[config.mk]
export PLATFORM = sky130hd
export DESIGN_NAME = stopwatch_ctrl
export DESIGN_NICKNAME = d
export VERILOG_FILES = /design/src/rtl/stopwatch_pkg.sv /design/src/rtl/bcd_digit_cnt.sv /design/src/rtl/stopwatch_ctrl.sv
export SDC_FILE = /design/constraint.sdc
export NUM_CORES = 1
export LEC_CHECK = 0
export CORE_ASPECT_RATIO = 1.5
export CORE_MARGIN = 2
export CORE_UTILIZATION = 58
export CTS_CLUSTER_DIAMETER = 40
export CTS_CLUSTER_SIZE = 24
export DETAILED_ROUTE_END_ITERATION = 8
export PLACE_DENSITY = 0.85
export SLEW_MARGIN = 20
export SYNTH_ARGS = -nofsm -noshare
export SYNTH_HDL_FRONTEND = slang
export SYNTH_HIERARCHICAL = 1
export SYNTH_SLANG_ARGS = --single-unit
[constraint.sdc]
create_clock -name clk -period 4.5 [get_ports clk]
set_input_delay 0.9 -clock clk [delete_from_list [all_inputs] [get_ports clk]]
set_output_delay 0.9 -clock clk [all_outputs]
set_load 0.02 [all_outputs]
[src/rtl/stopwatch_pkg.sv]
// Shared types and constants for the MM:SS stopwatch controller.
// Holds the controller state encoding, the BCD digit type and the digit limits.
package stopwatch_pkg;

    typedef logic [3:0] bcd_t;

    localparam bcd_t UNITS_MAX = 4'd9;
    localparam bcd_t TENS_MAX  = 4'd5;

    // Wide enough for the largest legal TICK_DIV of 2^24 cycles per step.
    localparam int PRESC_W = 24;

    typedef enum logic [1:0] {
        ST_IDLE  = 2'd0,
        ST_RUN   = 2'd1,
        ST_PAUSE = 2'd2,
        ST_DONE  = 2'd3
    } state_e;

    typedef struct packed {
        bcd_t min_t;
        bcd_t min_u;
        bcd_t sec_t;
        bcd_t sec_u;
    } display_t;

    function automatic logic display_is_one(display_t d);
        return d == 16'h0001;
    endfunction

endpackage

[src/rtl/bcd_digit_cnt.sv]
// One wrapping BCD digit (0..MAX) with an increment/decrement request.
// carry/borrow are combinational so a whole chain settles within one cycle.
module bcd_digit_cnt
    import stopwatch_pkg::*;
#(
    parameter bcd_t MAX = UNITS_MAX
) (
    input  logic       clk,
    input  logic       rst_n,
    input  logic       clr,
    input  logic       inc,
    input  logic       dec,
    output logic [3:0] value,
    output logic       carry,
    output logic       borrow
);

    bcd_t value_q;
    bcd_t value_d;

    assign value  = value_q;
    assign carry  = inc && (value_q == MAX);
    assign borrow = dec && !inc && (value_q == 4'd0);

    always_comb begin
        value_d = value_q;
        if (clr) begin
            value_d = 4'd0;
        end else if (inc) begin
            value_d = (value_q == MAX) ? 4'd0 : value_q + 4'd1;
        end else if (dec) begin
            value_d = (value_q == 4'd0) ? MAX : value_q - 4'd1;
        end
    end

    always_ff @(posedge clk or negedge rst_n) begin
        if (!rst_n) begin
            value_q <= 4'd0;
        end else begin
            value_q <= value_d;
        end
    end

endmodule

[src/rtl/stopwatch_ctrl.sv]
// MM:SS stopwatch: IDLE/RUN/PAUSE/DONE control, prescaler and BCD digit chain.
// Counts up with 59:59 rollover (wrap pulse) or down to 00:00 (DONE).
module stopwatch_ctrl
    import stopwatch_pkg::*;
#(
    parameter int TICK_DIV = 1000
) (
    input  logic       clk,
    input  logic       rst_n,
    input  logic       start_stop,
    input  logic       clear,
    input  logic       dir,
    input  logic       set_sec,
    input  logic       set_min,
    output logic [3:0] sec_u,
    output logic [3:0] sec_t,
    output logic [3:0] min_u,
    output logic [3:0] min_t,
    output logic       running,
    output logic       done,
    output logic       wrap
);

    localparam logic [PRESC_W-1:0] PRESC_LAST = PRESC_W'(TICK_DIV - 1);

    state_e               state_q;
    state_e               state_d;
    logic [PRESC_W-1:0]   presc_q;
    logic [PRESC_W-1:0]   presc_d;
    logic                 wrap_q;
    logic                 wrap_d;

    logic     tick;
    logic     step_up;
    logic     step_dn;
    logic     set_mode;
    logic     is_zero;
    logic     start_ok;
    logic     reaches_zero;
    logic     underflow;
    logic     digit_clr;
    display_t disp;

    logic sec_u_inc, sec_u_dec, sec_u_carry, sec_u_borrow;
    logic sec_t_inc, sec_t_dec, sec_t_carry, sec_t_borrow;
    logic min_u_inc, min_u_dec, min_u_carry, min_u_borrow;
    logic min_t_inc, min_t_dec, min_t_carry, min_t_borrow;

    assign disp     = '{min_t: min_t, min_u: min_u, sec_t: sec_t, sec_u: sec_u};
    assign is_zero  = (disp == '0);
    assign tick     = (state_q == ST_RUN) && (presc_q == PRESC_LAST);
    assign step_up  = tick && !dir;
    assign step_dn  = tick && dir;
    assign set_mode = (state_q == ST_IDLE) || (state_q == ST_PAUSE);
    assign start_ok = start_stop && !(dir && is_zero);

    // A down step from 00:00 (possible after an up-rollover and a dir flip)
    // would borrow past the top digit; it is pinned at 00:00 and ends the run.
    assign underflow    = min_t_borrow;
    assign reaches_zero = step_dn && (display_is_one(disp) || underflow);
    assign digit_clr    = clear || underflow;

    // Setting a field wraps inside that field only, so the sec_t carry feeds
    // min_u solely on a real up step.
    assign sec_u_inc = step_up || (set_mode && set_sec);
    assign sec_u_dec = step_dn;
    assign sec_t_inc = sec_u_carry;
    assign sec_t_dec = sec_u_borrow;
    assign min_u_inc = (step_up && sec_t_carry) || (set_mode && set_min);
    assign min_u_dec = sec_t_borrow;
    assign min_t_inc = min_u_carry;
    assign min_t_dec = min_u_borrow;

    bcd_digit_cnt #(.MAX(UNITS_MAX)) u_sec_u (
        .clk    (clk),
        .rst_n  (rst_n),
        .clr    (digit_clr),
        .inc    (sec_u_inc),
        .dec    (sec_u_dec),
        .value  (sec_u),
        .carry  (sec_u_carry),
        .borrow (sec_u_borrow)
    );

    bcd_digit_cnt #(.MAX(TENS_MAX)) u_sec_t (
        .clk    (clk),
        .rst_n  (rst_n),
        .clr    (digit_clr),
        .inc    (sec_t_inc),
        .dec    (sec_t_dec),
        .value  (sec_t),
        .carry  (sec_t_carry),
        .borrow (sec_t_borrow)
    );

    bcd_digit_cnt #(.MAX(UNITS_MAX)) u_min_u (
        .clk    (clk),
        .rst_n  (rst_n),
        .clr    (digit_clr),
        .inc    (min_u_inc),
        .dec    (min_u_dec),
        .value  (min_u),
        .carry  (min_u_carry),
        .borrow (min_u_borrow)
    );

    bcd_digit_cnt #(.MAX(TENS_MAX)) u_min_t (
        .clk    (clk),
        .rst_n  (rst_n),
        .clr    (digit_clr),
        .inc    (min_t_inc),
        .dec    (min_t_dec),
        .value  (min_t),
        .carry  (min_t_carry),
        .borrow (min_t_borrow)
    );

    // A step and start_stop in the same cycle: the step lands first, and
    // reaching zero on the way down takes precedence over pausing.
    always_comb begin
        state_d = state_q;
        if (clear) begin
            state_d = ST_IDLE;
        end else begin
            case (state_q)
                ST_IDLE, ST_PAUSE: begin
                    if (start_ok) begin
                        state_d = ST_RUN;
                    end
                end
                ST_RUN: begin
                    if (reaches_zero) begin
                        state_d = ST_DONE;
                    end else if (start_stop) begin
                        state_d = ST_PAUSE;
                    end
                end
                ST_DONE: begin
                    state_d = ST_DONE;
                end
                default: begin
                    state_d = ST_IDLE;
                end
            endcase
        end
    end

    always_comb begin
        presc_d = presc_q;
        if (clear || tick) begin
            presc_d = '0;
        end else if (state_q == ST_RUN) begin
            presc_d = presc_q + PRESC_W'(1);
        end
    end

    assign wrap_d = !clear && step_up && min_t_carry;

    always_ff @(posedge clk or negedge rst_n) begin
        if (!rst_n) begin
            state_q <= ST_IDLE;
            presc_q <= '0;
            wrap_q  <= 1'b0;
        end else begin
            state_q <= state_d;
            presc_q <= presc_d;
            wrap_q  <= wrap_d;
        end
    end

    assign running = (state_q == ST_RUN);
    assign done    = (state_q == ST_DONE);
    assign wrap    = wrap_q;

endmodule

; After elaboration in Yosys (flattened, before gate mapping)
; Cells that the tools add are included.
[totals]
ff_bits = 43
out_inout_bits = 19
inputBits = 7
wordCells = 103
[op_classes]
n_mux = 27
addsub = 9
n_reduce_logical = 49
eq_ne = 11
[ops]
columns = op, n
row1 = 2-to-1 mux 4 bit, 20
row2 = 2-to-1 mux 24 bit, 2
row3 = adder 24 x 1 -> 24 bit (second input constant), 1
row4 = equality test 24 x 10 -> 1 bit (second input constant), 1
row5 = logical AND 1 bit, 23
row6 = adder 4 x 1 -> 4 bit (second input constant), 4
row7 = equality test 16 x 1 -> 1 bit (second input constant), 1
row8 = logical NOT 16 bit, 1
row9 = logical NOT 4 bit, 4
row10 = subtractor 4 x 1 -> 4 bit (second input constant), 4
row11 = nonzero test 3 bit, 4
row12 = equality test 4 x 3 -> 1 bit (second input constant), 2
row13 = equality test 4 bit (second input constant), 2
row14 = 2-to-1 mux 2 bit, 4
row15 = logical NOT 1 bit, 7
row16 = logical OR 1 bit, 6
row17 = one-hot mux 2 bit (3 select lines), 1
row18 = equality test 2 bit (second input constant), 2
row19 = != test 4 x 3 -> 1 bit (second input constant), 1
row20 = != test 3 bit (second input constant), 1
row21 = equality test 2 x 1 -> 1 bit (second input constant), 1
row22 = logical NOT 2 bit, 1
row23 = AND reduction 2 bit, 1
row24 = nonzero test 2 bit, 1
row25 = OR reduction 2 bit, 1

; Logic depth before layout (Yosys ltp)
; Gate-level depths: netlist of the first run.
[logic_depth]
depth_word = 18
depth_mapped = 20
depth_no_buf = 16

; Hierarchy
; The synthesis of the first run kept the hierarchy.
[by_module_without_submodules]
columns = module, instances, cells_each, seq_area_each_um2, area_per_inst_um2
row1 = stopwatch_ctrl, 1, 165, 675.6, 1524.0
row2 = bcd_digit_cnt at u_min_u ..., 2, 47, 100.1, 386.6
row3 = bcd_digit_cnt at u_min_t ..., 2, 37, 100.1, 347.8

; Worst setup path after synthesis of the first run
; OpenSTA, ideal clock, no wires.
[synth_path]
path_type = register -> register
start = register presc_q[0]
end = register u_min_t.value_q[2] (netlist: u_min_t/value[2])
t_arrival_ns = 3.933
required_ns = 4.422
stages_incl_launch_ff = 21
synth_period_minus_slack_ns = 4.011
slack_ns = 0.489
path_buffers = 4
setup_ns = 0.078
cell_sequence = dfrtp_1 ha_1 and4b_1 nand4_2 nor3_1 a21o_1 buf_6 and4b_2 buf_6 nand4b_1 inv_1 a22o_1 buf_6 and4b_2 buf_6 nor3_1 and3_2 or2_2 o21ba_2 and2_1 o2bb2ai_1
[synth_via]
word_cells_on_any_way = 26
cone_classes = eq/ne (1) / mux (2) / reduce/logical (23)
[synth_rtl]
columns = element, line
row1 = from (decl), stopwatch_ctrl.sv:28  ; logic [PRESC_W-1:0] presc_q;
row2 = from (signal assigned), stopwatch_ctrl.sv:166  ; presc_q <= presc_d;
row3 = equality test 24 x 10 -> 1 bit *, stopwatch_ctrl.sv:51  ; assign tick = (state_q == ST_RUN) && (presc_q == PRESC_LAST);
row4 = logical AND 1 bit *, stopwatch_ctrl.sv:51
row5 = logical AND 1 bit *, stopwatch_ctrl.sv:52  ; assign step_up = tick && !dir;
row6 = logical OR 1 bit *, stopwatch_ctrl.sv:65  ; assign sec_u_inc = step_up || (set_mode && set_sec);
row7 = named net sec_u_inc, stopwatch_ctrl.sv:44  ; logic sec_u_inc, sec_u_dec, sec_u_carry, sec_u_borrow;
row8 = logical AND 1 bit *, bcd_digit_cnt.sv:22  ; assign carry = inc && (value_q == MAX);
row9 = named net sec_t_inc, stopwatch_ctrl.sv:45  ; logic sec_t_inc, sec_t_dec, sec_t_carry, sec_t_borrow;
row10 = logical AND 1 bit *, bcd_digit_cnt.sv:22
row11 = named net sec_t_carry, stopwatch_ctrl.sv:45
row12 = [2 not listed], --
row13 = named net min_u_inc, stopwatch_ctrl.sv:46  ; logic min_u_inc, min_u_dec, min_u_carry, min_u_borrow;
row14 = logical AND 1 bit *, bcd_digit_cnt.sv:22
row15 = named net min_t_inc, stopwatch_ctrl.sv:47  ; logic min_t_inc, min_t_dec, min_t_carry, min_t_borrow;
row16 = logical NOT 1 bit *, bcd_digit_cnt.sv:23  ; assign borrow = dec && !inc && (value_q == 4'd0);
row17 = logical AND 1 bit * (2 in a row), bcd_digit_cnt.sv:23
row18 = named net min_t_borrow, stopwatch_ctrl.sv:47
row19 = logical OR 1 bit *, stopwatch_ctrl.sv:61  ; assign digit_clr = clear || underflow;
row20 = named net digit_clr, stopwatch_ctrl.sv:41  ; logic digit_clr;
row21 = nonzero test 3 bit (no source line) / 2-to-1 mux 4 bit (equally long branches), --
row22 = to (signal assigned), bcd_digit_cnt.sv:40  ; value_q <= value_d;
row23 = to (decl), bcd_digit_cnt.sv:18  ; bcd_t value_q;
; The timed path passes the listed nets; every way through them passes the cells marked *.
; A chain may end at the register's enable or synchronous reset.

; Worst setup path in the final report of the first run
[layout_path]
start = register presc_q[0]
end = register u_min_t.value_q[1] (netlist: u_min_t/value[1])
[layout_via]
elab_chain_len = 15
word_cells_on_any_way = 26
cone_classes = eq/ne (1) / mux (2) / reduce/logical (23)
[layout_lines]
columns = element, line
row1 = equality test 24 x 10 -> 1 bit *, stopwatch_ctrl.sv:51
row2 = logical AND 1 bit *, stopwatch_ctrl.sv:51
row3 = logical AND 1 bit *, stopwatch_ctrl.sv:52
row4 = logical OR 1 bit *, stopwatch_ctrl.sv:65
row5 = named net sec_u_inc, stopwatch_ctrl.sv:44
row6 = logical NOT 1 bit *, bcd_digit_cnt.sv:23
row7 = logical AND 1 bit * (2 in a row), bcd_digit_cnt.sv:23
row8 = named net sec_t_dec, stopwatch_ctrl.sv:45
row9 = logical AND 1 bit * (2 in a row), bcd_digit_cnt.sv:23
row10 = named net min_u_dec, stopwatch_ctrl.sv:46
row11 = logical AND 1 bit * (2 in a row), bcd_digit_cnt.sv:23
row12 = named net min_t_dec, stopwatch_ctrl.sv:47
row13 = logical AND 1 bit * (2 in a row), bcd_digit_cnt.sv:23
row14 = named net min_t_borrow, stopwatch_ctrl.sv:47
row15 = logical OR 1 bit *, stopwatch_ctrl.sv:61
row16 = named net digit_clr, stopwatch_ctrl.sv:41
row17 = nonzero test 3 bit (no source line) / 2-to-1 mux 4 bit (equally long branches), --
; Marked as above.

==> reports/metrics.yaml, run 1 <==
power_and_ir_drop:
  p_per_area_nw_per_um2: 266
  seq_power_share: 0.471
  p_sw_frac: 0.285
  intPower_uw: 648
  leakagePower_nw: 1.43
  p_clk_frac: 0.324
  p_switching_uw: 258
  irDropWorstVdd_v: 0.000137
  p_comb_frac: 0.205
clock_network:
  cts_root_buffer: "clkbuf_8"
  hold_buffers: 0
  cts_buffers: 5
  htreeDepth: 2
  path_clk_slew_ps: 80
  cts.sinks: 43
  cts_tree: "done"
  ctsResizeCount: 0
  insertion_delay_ps: 290
  clockBufferDepth: 2
  cts_setup_buffers: 0
run:
  cap_violations: 0
finish:
  nets: 387
  final_util: 0.676
  n_antenna_cell: 0
  final_common_cell: "dfrtp_1"
  n_fill_cell: 448
  area_growth_pct: 13.9
  layout_common_cells: "43 x dfrtp_1, 31 x nor2_1, 24 x nand2_1, 24 x clkdlybuf4s50_1, 23 x inv_1"
  drive_above_1_share: 0.0909
yosys:
  yosys.cell_types.count: 58
  yosys-top-cells-area: "dfrtp_1 36%, ha_1 7.1%, nor2_1 3.9%"
  syn_inst: 333
  yosysTopAreaCellShare: 0.360
  yosysTopAreaCell: "dfrtp_1"
  syn_area_um2: 2990
  ys_ff_latch: 43
  yosys_warnings: 6
  syn_area_per_cell_um2: 8.99
  syn_nets: 357
  synthArstFlopShare: 1.00
  synth_ff_type: "dfrtp_1"
  synth-edff-count: 0
  synth-seq-area-share: 0.360
route:
  first_pass_iters: 4
  wl_mm: 6.71
  vias_per_cell: 6.16
  drtIter0Drc: 86
  drtAntennaViolNets: 0
  vias: 2657
  drc_errors: 0
  wl_per_cell_um: 15.6
setup_path:
  required_ps: 4680
  cp_slowest_stage_delay_ps: 510
  crit_path_end_kind: "register"
  path_cells: "ha_1, and4b_1, nand4_2, nor3_1, a21o_1, buf_4, or4b_4, nor2_1, and3_2, inv_1, nor2_1, and3_2, or2_2, o21ba_2, and2_1, a22o_1"
  arrival_ps: 4150
  worstSetupStartpoint: "presc_q[0]"
  crit_slowest_cell: "or4b_4"
  crit_fanout: 14
  start_kind: "register"
  reg2reg_from: "presc_q[0]"
  reg2reg_depth: 16
  criticalPathCategory: "register to register"
sta:
  tightest_slew_ps: 950
  finalCritPeriodShare: 0.882
  slew_headroom: 0.367
  rsz0062_at_grt: "false"
  setup_tns_ps: 0
  slew_violations: 0
  hold_viol_final: 0
  period_needed_ps: 3970
  hold_ws_ps: 552
  setup_violations: 0
  clock.fmax_mhz: 252
  skew_ps: 6.66
min_path:
  hp-start: "presc_q[9]"
  holdCritPathClass: "register to register"
  hold_depth: 2
grt:
  track_usage: 0.254
  grt_pass1_vias: 2626
  grt_max_degree: 44
  grt_overflow: 0
  grt_pass1_wl_mm: 11.8
  antenna_found_initial: 0
floorplan:
  rows: 32
  start_util: 0.593
  dieArea_um2: 5760
  die_x_um: 62.7
  dieHeight_um: 92.0
  ios: 26
  core-area_um2: 5040
run_status:
  status: "completed"
placed_design:
  place_congestion: 0.843
  hpwl_mm: 4.79
  io_buffer_count: 25
[cells by family (layout without fill, tap and decap cells)]
logic type      count (synthesis)  count (layout)  synth area share
flops                          43              43             0.360
buf+inv                        33              63            0.0543
compound gates                 77              77             0.181
mux                             3               3            0.0100
fa+ha+maj                      17              17            0.0711
xor+xnor                       13              13            0.0380
simple gates                  147             147             0.286
[worst paths after layout]
path	to	slack (ps)
worst max register to register	u_min_t/value[1]	530
min in group asynchronous	presc_q[15]	750
worst min register to register	presc_q[9]	550
max in group asynchronous	presc_q[20]	3160
worst max-delay path	u_min_t/value[1]	530
worst min-delay path	presc_q[9]	550
[cell usage after synthesis (all sizes together) (4+ instances only)]
library cell / count
xor2: 8
o21ai: 14
a21oi: 19
nand4: 12
a211o: 4
dfrtp: 43
nor2: 33
o31ai: 5
clkbuf: 4
inv: 23
buf: 6
or4: 5
and4: 4
o311ai: 5
ha: 17
a31oi: 4
xnor2: 5
and3: 6
or3: 10
and2: 4
nor4: 5
or3b: 4
nand4b: 4
nand2: 24
nor3: 12
a22o: 5
nand3: 6
or4b: 4
[layer usage]
layer / GRT usage / share of wire / vias to the layer above
li1: - / - / 1287
met1: 0.291 / 0.41 / 1289
met2: 0.458 / 0.53 / 67
met3: 0.0368 / 0.035 / 14
met4: 0.124 / 0.020 / 0
met5: 0 / 0 / -
[area by class of cell]
class                      instances  area (um2)  area share
clock buffer                       6        72.6      0.0213
inverter                          23        86.3      0.0253
timing repair buffer              33         305      0.0895
multi-input combinational        257        1750       0.514
tap                               68        85.1      0.0250
clock inverter                     1        30.0     0.00881
sequential                        43        1080       0.316
[state kept, by name, indices dropped and copies added, names as in the netlist]
signal / count
state_q: 2
wrap: 1
u_sec_t/value: 4
u_sec_u/value: 4
u_min_t/value: 4
u_min_u/value: 4
presc_q: 24
[power groups by stage]
stage / sequential (mW) / combinational, mW / clock (mW)
after floorplan: 0.437 / 0.117 / 0
after global placement: 0.434 / 0.180 / 0
after detailed placement: 0.434 / 0.183 / 0
after CTS: 0.427 / 0.186 / 0.297
after global routing: 0.431 / 0.206 / 0.313
final: 0.427 / 0.186 / 0.293
[critical path, delay by kind of cell, from the launching register on]
kind / cells / cell delay, ps
simple gates: 10 / 2390
compound gates: 3 / 580
flops: 1 / 420
fa+ha+maj: 1 / 230
buf+inv: 2 / 220
[metrics by stage]
stage,setup WS (ps),instance area (um2),std cells,power (mW)
6_report,531,3410,431,0.906
5_1_grt,309,3410,431,0.950
4_1_cts,566,3410,431,0.909
3_5_place_dp,281,3310,424,0.617
3_3_place_gp,348,3310,424,0.614
2_1_floorplan,489,2990,333,0.554
No activity file was read; power rests on OpenSTA's default activity.
==> run 2: changes to the inputs <==
--- a/config.mk
+++ b/config.mk
@@ -7,11 +7,11 @@
 export LEC_CHECK = 0
 export CORE_ASPECT_RATIO = 1.5
 export CORE_MARGIN = 2
-export CORE_UTILIZATION = 58
+export CORE_UTILIZATION = 41
 export CTS_CLUSTER_DIAMETER = 40
 export CTS_CLUSTER_SIZE = 24
 export DETAILED_ROUTE_END_ITERATION = 8
-export PLACE_DENSITY = 0.85
+export PLACE_DENSITY_LB_ADDON = 0.08
 export SLEW_MARGIN = 20
 export SYNTH_ARGS = -nofsm -noshare
 export SYNTH_HDL_FRONTEND = slang
==> reports/metrics.yaml, run 2 (synthesis gave the netlist of run 1 again) <==
grt:
  track_usage: 0.197  # -0.0569
  grtUsageMet3: 0.0268  # -0.0100
  grt_pass1_wl_mm: 12.5  # +5.8%
  grt_max_degree: 44  # unchanged
  grt_overflow: 0  # unchanged
  grt_pass1_vias: 2602  # -0.91%
  top_usage_layer: "met2"
  met1_usage: 0.233  # -0.0584
  use_met2: 0.362  # -0.0956
  antenna_found_initial: 0  # unchanged
finish:
  final_util: 0.490  # -0.186
  multi_input_area_um2: 1750  # unchanged
  n_antenna_cell: 0  # unchanged
  finalNonFillerCells: 467  # +8.4%
  largest_reg_flops: 24  # unchanged
  layout_common_cells: "43 x dfrtp_1, 31 x nor2_1, 24 x nand2_1, 24 x clkdlybuf4s50_1, 23 x inv_1"
  final_common_cell: "dfrtp_1"
  nets: 390  # +0.78%
  regMostFlops: "presc_q"
  regArea_um2: 1080  # unchanged
  area_growth_pct: 17.4
  drive_above_1_share: 0.101  # +0.00991
  stdcell_area_um2: 3510  # +3.1%
  n_fill_cell: 713  # +59%
clock_network:
  cts_buffers: 5  # unchanged
  hold_buffers: 0  # unchanged
  ctsResizeCount: 0  # unchanged
  insertion_delay_ps: 290  # about the same
  path_clk_slew_ps: 90  # about the same
  cts_root_buffer: "clkbuf_8"
  cts_tree: "done"
  clockBufferDepth: 2  # unchanged
  htreeDepth: 2  # unchanged
  cts.sinks: 43  # unchanged
  cts_setup_buffers: 0  # unchanged
run:
  cap_violations: 0  # unchanged
route:
  drtAntennaViolNets: 0  # unchanged
  wl_per_cell_um: 15.7  # +0.86%
  drtIter0Drc: 66  # -23%
  first_pass_iters: 4  # unchanged
  vias: 2637  # -0.75%
  drc_errors: 0  # unchanged
  wl_mm: 7.33  # +9.3%
  vias_per_cell: 5.65  # -8.4%
setup_path:
  crit_fanout: 13  # -1
  arrival_ps: 4210  # +60 ps
  start_kind: "register"
  crit_path_end_kind: "register"
  criticalPathCategory: "register to register"
  required_ps: 4710  # +30 ps
sta:
  rsz0062_at_grt: "false"
  setup_violations: 0  # unchanged
  hold_ws_ps: 520  # -32.1 ps
  period_needed_ps: 4000  # +26.6 ps
  finalCritPeriodShare: 0.888  # +0.00590
  slew_headroom: 0.353  # -0.0138
  hold_viol_final: 0  # unchanged
  setup_tns_ps: 0  # unchanged
  slew_violations: 0  # unchanged
  clock.fmax_mhz: 250  # -0.66%
  skew_ps: 13.8  # +7.14 ps
  tightest_slew_ps: 970  # +19.8 ps
  setup_ws_ps: 505  # -26.6 ps
min_path:
  holdCritPathClass: "primary input to asynchronous set/reset pin"
power_and_ir_drop:
  leakagePower_nw: 1.47  # +2.4%
  irDropWorstVdd_v: 0.000167  # +22%
  p_per_area_nw_per_um2: 276  # +3.9%
  finalPower_uw: 970  # +7.1%
floorplan:
  dieHeight_um: 109  # +18%
  start_util: 0.417  # -0.176
  rows: 38  # +19%
  die_x_um: 73.8  # +18%
  core-area_um2: 7180  # +42%
  dieArea_um2: 8010  # +39%
  ios: 26  # unchanged
placed_design:
  io_buffer_count: 25  # unchanged
  dpl_cell_area_um2: 3360  # +1.7%
  hpwl_mm: 5.43  # +13%
  place_congestion: 0.836  # -0.84%
  pre_cts_slack_ps: 250  # -31.3 ps
  place_inst: 458  # +8.0%
run_status:
  status: "completed"
-- run 2: layout make-up --
cell class | count | area share
Clock inverter | 2 | 0.0171
Sequential cell | 43 | 0.306
Timing Repair Buffer | 36 | 0.0968
Inverter | 23 | 0.0246
Clock buffer | 6 | 0.0206
Tap cell | 100 | 0.0356
Multi-Input combinational cell | 257 | 0.499
-- run 2: power by group --
group	switching [mW]	internal, mW	leakage (nW)
Sequential	0.0290	0.398	0.594
Clock	0.134	0.222	0.0654
Combinational	0.0993	0.0877	0.808
-- run 2: critical path, cell delays in order (launching register included) --
cell and delay [ps]:
dfrtp_1 430, ha_1 250, and4b_1 290, nand4_2 180, nor3_1 80, a21o_1 180, and4b_2 250, nand4b_1 150
inv_1 60, a22o_1 230, or4b_4 510, nor2_1 200, and3_2 220, or2_2 270, buf_4 200, nor2_1 50
o31a_1 240, o21ai_1 130
-- run 2: worst paths after layout --
path                            start  depth (start not counted)  slack [ps]                to
max                        presc_q[0]                         17         500  u_sec_u/value[2]
min                             rst_n                          1         520        presc_q[9]
max reg2reg                presc_q[0]                         17         500  u_sec_u/value[2]
min reg2reg                presc_q[9]                          2         560        presc_q[9]
max in group asynchronous       rst_n                          2        3480  u_sec_t/value[0]
min in group clk           presc_q[9]                          2         560        presc_q[9]
-- run 2: metal layers --
metal / vias up / part of all wire
met4: 0 / 0.012
met5: - / 0
met3: 6 / 0.022
met2: 34 / 0.54
li1: 1293 / -
met1: 1304 / 0.42
==> run 3: changes to the inputs <==
==> constraint.sdc (replaced) <==
create_clock -name clk -period 4.5 [get_ports clk]
set_input_delay 0.9 -clock clk [delete_from_list [all_inputs] [get_ports clk]]
set_output_delay 0.9 -clock clk [all_outputs]
set_load 0.005 [all_outputs]
==> results of run 3 <==
The final DEF is identical to that of run 2. Status: completed.
Main changes from that run: total power 0.970 mW -> 0.958 mW; worst IR drop on VDD 0.000167 V -> 0.000166 V
